## src/rtl/uart_rx_fifo.sv

```systemverilog
// Receive FIFO between the UART receiver and the APB read path: first-word-fall-through
// storage of {stop_err, parity_err, data} with fill level, watermark and sticky error flags.
module uart_rx_fifo #(
  parameter int DATA_WIDTH = 8,
  parameter int DEPTH_LOG2 = 4,
  parameter int THRESHOLD  = 4
) (
  input  logic                  CLK,
  input  logic                  RST,
  input  logic                  wr_en,
  input  logic [DATA_WIDTH-1:0] wr_data,
  input  logic                  wr_parity_err,
  input  logic                  wr_stop_err,
  input  logic                  rd_en,
  input  logic                  clr_status,
  output logic [DATA_WIDTH-1:0] rd_data,
  output logic                  rd_parity_err,
  output logic                  rd_stop_err,
  output logic                  empty,
  output logic                  full,
  output logic [DEPTH_LOG2:0]   count,
  output logic                  level_irq,
  output logic                  overflow,
  output logic                  underflow
);

  localparam int DEPTH       = 1 << DEPTH_LOG2;
  localparam int ENTRY_WIDTH = DATA_WIDTH + 2;
  localparam logic [DEPTH_LOG2:0] DEPTH_C  = (DEPTH_LOG2 + 1)'(DEPTH);
  localparam logic [DEPTH_LOG2:0] THRESH_C = (DEPTH_LOG2 + 1)'(THRESHOLD);

  logic [ENTRY_WIDTH-1:0] mem [DEPTH];
  logic [ENTRY_WIDTH-1:0] head;

  logic [DEPTH_LOG2-1:0] wr_ptr_reg;
  logic [DEPTH_LOG2-1:0] wr_ptr_next;
  logic [DEPTH_LOG2-1:0] rd_ptr_reg;
  logic [DEPTH_LOG2-1:0] rd_ptr_next;
  logic [DEPTH_LOG2:0]   count_reg;
  logic [DEPTH_LOG2:0]   count_next;
  logic                  overflow_reg;
  logic                  overflow_next;
  logic                  underflow_reg;
  logic                  underflow_next;

  logic empty_int;
  logic full_int;
  logic do_push;
  logic do_pop;
  logic overflow_event;
  logic underflow_event;

  assign empty_int = (count_reg == '0);
  assign full_int  = (count_reg == DEPTH_C);

  // A pop frees the head slot in the same edge, so a write into a full FIFO
  // is accepted whenever a pop accompanies it.
  always_comb begin
    do_pop          = rd_en && !empty_int;
    do_push         = wr_en && (!full_int || do_pop);
    overflow_event  = wr_en && full_int && !rd_en;
    underflow_event = rd_en && empty_int;
  end

  always_comb begin
    wr_ptr_next = wr_ptr_reg;
    rd_ptr_next = rd_ptr_reg;
    count_next  = count_reg;
    if (do_push) begin
      wr_ptr_next = wr_ptr_reg + DEPTH_LOG2'(1);
    end
    if (do_pop) begin
      rd_ptr_next = rd_ptr_reg + DEPTH_LOG2'(1);
    end
    case ({do_push, do_pop})
      2'b10:   count_next = count_reg + (DEPTH_LOG2 + 1)'(1);
      2'b01:   count_next = count_reg - (DEPTH_LOG2 + 1)'(1);
      default: count_next = count_reg;
    endcase
  end

  // Set has priority over clear so an event in the clearing cycle is not lost.
  always_comb begin
    overflow_next  = overflow_reg;
    underflow_next = underflow_reg;
    if (clr_status) begin
      overflow_next  = 1'b0;
      underflow_next = 1'b0;
    end
    if (overflow_event) begin
      overflow_next = 1'b1;
    end
    if (underflow_event) begin
      underflow_next = 1'b1;
    end
  end

  always_ff @(posedge CLK) begin
    if (RST) begin
      wr_ptr_reg    <= '0;
      rd_ptr_reg    <= '0;
      count_reg     <= '0;
      overflow_reg  <= 1'b0;
      underflow_reg <= 1'b0;
    end else begin
      wr_ptr_reg    <= wr_ptr_next;
      rd_ptr_reg    <= rd_ptr_next;
      count_reg     <= count_next;
      overflow_reg  <= overflow_next;
      underflow_reg <= underflow_next;
    end
  end

  // Storage is not reset; a write coincident with reset is discarded.
  always_ff @(posedge CLK) begin
    if (!RST && do_push) begin
      mem[wr_ptr_reg] <= {wr_stop_err, wr_parity_err, wr_data};
    end
  end

  // Asynchronous read keeps the head visible right after the writing edge.
  assign head = mem[rd_ptr_reg];

  assign rd_data       = head[DATA_WIDTH-1:0];
  assign rd_parity_err = head[DATA_WIDTH];
  assign rd_stop_err   = head[DATA_WIDTH+1];

  assign count     = count_reg;
  assign empty     = empty_int;
  assign full      = full_int;
  assign level_irq = (count_reg >= THRESH_C);
  assign overflow  = overflow_reg;
  assign underflow = underflow_reg;

endmodule

```

## config.mk

```make
export PLATFORM = sky130hd
export DESIGN_NAME = uart_rx_fifo
export DESIGN_NICKNAME = d
export VERILOG_FILES = /design/src/rtl/uart_rx_fifo.sv
export SDC_FILE = /design/constraint.sdc
export NUM_CORES = 1
export LEC_CHECK = 0
export CAP_MARGIN = 20
export CORE_ASPECT_RATIO = 0.5
export CORE_MARGIN = 1
export CORE_UTILIZATION = 50
export DETAILED_ROUTE_END_ITERATION = 12
export HOLD_SLACK_MARGIN = 0.15
export PLACE_DENSITY = 0.76
export REMOVE_ABC_BUFFERS = 1
export SETUP_SLACK_MARGIN = 0.02
export SKIP_CTS_REPAIR_TIMING = 1
export SYNTH_ARGS = -nofsm -noshare
export SYNTH_HDL_FRONTEND = slang
export SYNTH_SLANG_ARGS = --single-unit
```

## constraint.sdc

```tcl
create_clock -name CLK -period 2.7 [get_ports CLK]
set_input_delay 0.405 -clock CLK [delete_from_list [all_inputs] [get_ports CLK]]
set_output_delay 0.405 -clock CLK [all_outputs]
set_load 0.01 [all_outputs]
```

==> impl_metrics.prom <==
# TYPE chip_impl_metric gauge
chip_impl_info{name="worstSetupStartpointType",value="flop"} 1
chip_impl_metric{name="design.final.nets",unit=""} 479
chip_impl_metric{name="globalRouteTotalUtil",unit="%"} 21.4
chip_impl_metric{name="floorplan.rows",unit=""} 30
chip_impl_metric{name="clk_transition_reported_paths",unit="ns"} 0.06
chip_impl_metric{name="cap_violations",unit=""} 0
chip_impl_info{name="ctsRootBufferMaster",value="clkbuf_16"} 1
chip_impl_metric{name="cts_inserted_buffers",unit=""} 17
chip_impl_info{name="r2r-start",value="count[0]"} 1
chip_impl_metric{name="first_global_vias",unit=""} 3804
chip_impl_metric{name="power_leakage",unit="nW"} 2.91
chip_impl_metric{name="fin_crit",unit="ns"} 2.70
chip_impl_metric{name="cts.sinks",unit=""} 179
chip_impl_metric{name="drtPass1Iterations",unit=""} 5
chip_impl_metric{name="max_slew.worst_pin.slew",unit="ns"} 0.675
chip_impl_metric{name="area_share_of_the_largest_cell_type_after_synthesis",unit="%"} 67.9
chip_impl_info{name="hold_path.class",value="flop to flop"} 1
chip_impl_metric{name="final_min_period_over_clock_period",unit="%"} 100
chip_impl_metric{name="synth_warnings",unit=""} 0
chip_impl_metric{name="postRouteWirelength",unit="mm"} 14.5
chip_impl_info{name="yosys.cell_count.top_type",value="edfxtp_1"} 1
chip_impl_metric{name="final-hold-violation-count",unit=""} 0
chip_impl_metric{name="synth.lib_cells_used.distinct",unit=""} 43
chip_impl_info{name="synth_top_cells_by_count",value="edfxtp_1, mux4_2, nor2_1"} 1
chip_impl_info{name="critical_path.reg2reg.endpoint",value="count[1]"} 1
chip_impl_metric{name="final_critical_path_setup_slack",unit="ns"} 0.000190
chip_impl_metric{name="die_h",unit="um"} 86.1
chip_impl_metric{name="edff_count_synth",unit=""} 160
chip_impl_metric{name="synth-seq-cells",unit=""} 179
chip_impl_metric{name="final_antenna_net_count",unit=""} 0
chip_impl_metric{name="ys_async_sr_fraction",unit="%"} 0
chip_impl_info{name="synth_flop_cell",value="edfxtp_1"} 1
chip_impl_metric{name="finalSetupViolations",unit=""} 0
chip_impl_metric{name="core_area",unit="um2"} 13700
chip_impl_metric{name="dr_total_vias",unit=""} 3825
chip_impl_metric{name="cts_buffer_depth",unit=""} 2
chip_impl_metric{name="top_level_ports",unit=""} 35
chip_impl_metric{name="max-vdd-ir-drop",unit="uV"} 488
chip_impl_metric{name="maximum_number_of_pins_on_one_net_before_global_route_repair",unit=""} 41
chip_impl_metric{name="synth-seq-area-share",unit="%"} 73.3
chip_impl_metric{name="chipWidth",unit="um"} 170
chip_impl_info{name="unrepaired_setup_endpoints_after_global_routing",value="true"} 1
chip_impl_info{name="worstHoldStart",value="rd_ptr_reg[3]"} 1
chip_impl_metric{name="port-buffer-count",unit=""} 34
chip_impl_metric{name="antenna-diode-count",unit=""} 0
chip_impl_info{name="critical_path_class",value="flop to output port"} 1
chip_impl_info{name="timing.critical_path.max_delay_family",value="buffers and inverters"} 1
chip_impl_metric{name="antenna_found_initial",unit=""} 0
chip_impl_metric{name="grt_pass1_wl",unit="mm"} 21.9
chip_impl_metric{name="final.hold.worst_slack",unit="ns"} 0.570
chip_impl_metric{name="die_area",unit="um2"} 14700
chip_impl_metric{name="worst_skew_pair.late_latency",unit="ns"} 0.42
chip_impl_info{name="tritoncts",value="yes"} 1
chip_impl_info{name="critical_path.endpoint_type",value="output port"} 1
chip_impl_metric{name="final_max_slew_viol_count",unit=""} 0
chip_impl_info{name="ys_top_cells_by_area",value="edfxtp_1, mux4_2, dfxtp_1"} 1
chip_impl_metric{name="fmax",unit="GHz"} 0.370
chip_impl_metric{name="wl_per_cell",unit="um"} 21.9
chip_impl_metric{name="critPathRequiredTime",unit="ns"} 2.30
chip_impl_info{name="timing.hold.worst_endpoint",value="rd_ptr_reg[3]"} 1
chip_impl_info{name="netlist.top_cell.by_area",value="edfxtp_1"} 1
chip_impl_metric{name="htreeDepth",unit=""} 4
chip_impl_metric{name="buffers_inverters_on_critical_path",unit=""} 2
chip_impl_metric{name="arrival",unit="ns"} 2.29
chip_impl_info{name="timing.critical_path.slowest_stage_cell",value="mux4_2"} 1
chip_impl_metric{name="dp_slack",unit="ns"} 0.269
chip_impl_metric{name="critical-path-max-stage-delay",unit="ns"} 0.52
chip_impl_info{name="status",value="complete, no violations"} 1
chip_impl_metric{name="remaining_drc_errors",unit=""} 0
chip_impl_metric{name="timing.reg2reg.worst_path_depth",unit=""} 8
chip_impl_metric{name="finClkSkew",unit="ns"} 0.00925
chip_impl_metric{name="effective_utilization_at_floorplan",unit="%"} 51.8
chip_impl_metric{name="critical_path_peak_fanout",unit=""} 8
chip_impl_metric{name="synthesis.area",unit="um2"} 7070
chip_impl_metric{name="worst_slew_margin_rel",unit="%"} 55.0
chip_impl_metric{name="synthCells",unit=""} 380
chip_impl_metric{name="route.detailed.vias_per_inst",unit=""} 5.77
chip_impl_metric{name="hold-path-cell-count",unit=""} 2
chip_impl_metric{name="grt-ovfl-total",unit=""} 0
chip_impl_metric{name="post_synth.cell_area_avg",unit="um2"} 18.6
chip_impl_metric{name="detail_route.iter0.violations",unit=""} 457
chip_impl_metric{name="flip_flop_count_of_the_largest_register_all_copies_and_words_added",unit=""} 160
chip_impl_metric{name="drive_above_1_share",unit="%"} 27.6
chip_impl_metric{name="area_delta_synth_final",unit="%"} 21.4
chip_impl_metric{name="finalWeightedCongestion",unit=""} 0.871
chip_impl_info{name="crit_chain",value="buf_8 > mux4_2 > a22oi_2 > nand2_1 > clkdlybuf4s50_1"} 1
chip_impl_metric{name="hpwlAfterDp",unit="mm"} 8.85
chip_impl_metric{name="p_per_area",unit="nW/um2"} 857
chip_impl_metric{name="r2r_setup_slk",unit="ns"} 0.37
-- cells by family after synthesis --
family | Yosys count | synth area share [%]
AO/OA/AOI/OAI | 38 | 4.07
XOR/XNOR | 9 | 1.11
adder cells (fa/ha/maj) | 6 | 1.06
buffers and inverters | 23 | 1.40
flip-flops | 179 | 73.3
multiplexers | 44 | 13.3
AND/OR/NAND/NOR | 81 | 5.73
-- how the worst max path moves through the flow --
stage | from | to | slack [ns] | cells after the start
5_1_grt | flop | rd_data[6] | -0.11 | 5
4_1_cts | flop | rd_stop_err | -0.11 | 5
3_3_place_gp | rd_en | mem[13][0] | 0.31 | 6
6_report | flop | rd_stop_err | 0.0002 | 5
3_5_place_dp | rd_en | mem[13][4] | 0.27 | 6
2_1_floorplan | flop | rd_data[0] | -0.41 | 3
-- per-layer routing --
| metal | track usage [%] | wire, um | up-vias |
|---|---|---|---|
| li1 | - | - | 1686 |
| met1 | 29.5 | 6130 | 1945 |
| met2 | 33.7 | 6970 | 178 |
| met3 | 5.49 | 1240 | 16 |
| met4 | 6.88 | 157 | 0 |
| met5 | 0 | 0 | - |
-- power by group --
group	leakage (nW)	switching, mW	internal, mW
clock	0.281	1.09	1.32
sequential	1.60	0.0693	3.10
combinational	1.03	0.797	0.994
total	2.91	1.95	5.41
-- layout make-up --
type,instances,area (um2)
clock inverter,14,165
clock buffer,18,429
timing repair buffer,77,737
tap,192,240
sequential,179,5190
fill,946,5070
inverter,5,18.8
multi-input combinational,178,1810
-- worst min-delay path, cell delays in order (launching register included) --
cell and delay (ns):
dfxtp_1 0.33, xor2_1 0.07, nor2_1 0.13
-- layout by cell type (no fill, tap or decap), drive strengths merged, types with 2 or more instances in the layout --
| cell type | synthesis | routed |
|---|---|---|
| buf | 8 | 42 |
| nand3b | 3 | 3 |
| nand2 | 19 | 19 |
| clkbuf | 10 | 19 |
| a22oi | 20 | 20 |
| clkinvlp | 0 | 3 |
| o211ai | 2 | 2 |
| edfxtp | 160 | 160 |
| clkinv | 0 | 4 |
| mux2i | 3 | 3 |
| or3 | 2 | 2 |
| xor2 | 6 | 6 |
| and3 | 2 | 2 |
| o21ai | 2 | 2 |
| nor3 | 3 | 3 |
| nor2 | 37 | 37 |
| nor2b | 7 | 7 |
| a21oi | 5 | 5 |
| nand4 | 2 | 2 |
| mux4 | 40 | 40 |
| dlymetal6s2s | 0 | 8 |
| xnor2 | 3 | 3 |
| dfxtp | 19 | 19 |
| inv | 5 | 11 |
| clkdlybuf4s50 | 0 | 26 |
| ha | 6 | 6 |
-- per-stage QoR --
stage          cells  TNS [ns]  total power, mW  instance area (um2)  utilization [%]
2_1_floorplan    362     -4.05             4.27                 6990                -
3_3_place_gp     621         0             4.85                 7850             57.4
3_5_place_dp     621         0             4.87                 7850             57.4
4_1_cts          653    -0.764             7.26                 8440             61.8
5_1_grt          663    -0.196             7.63                 8590             62.9
6_report         663         0             7.36                 8590             62.9
(Power assumes the default switching activity.)
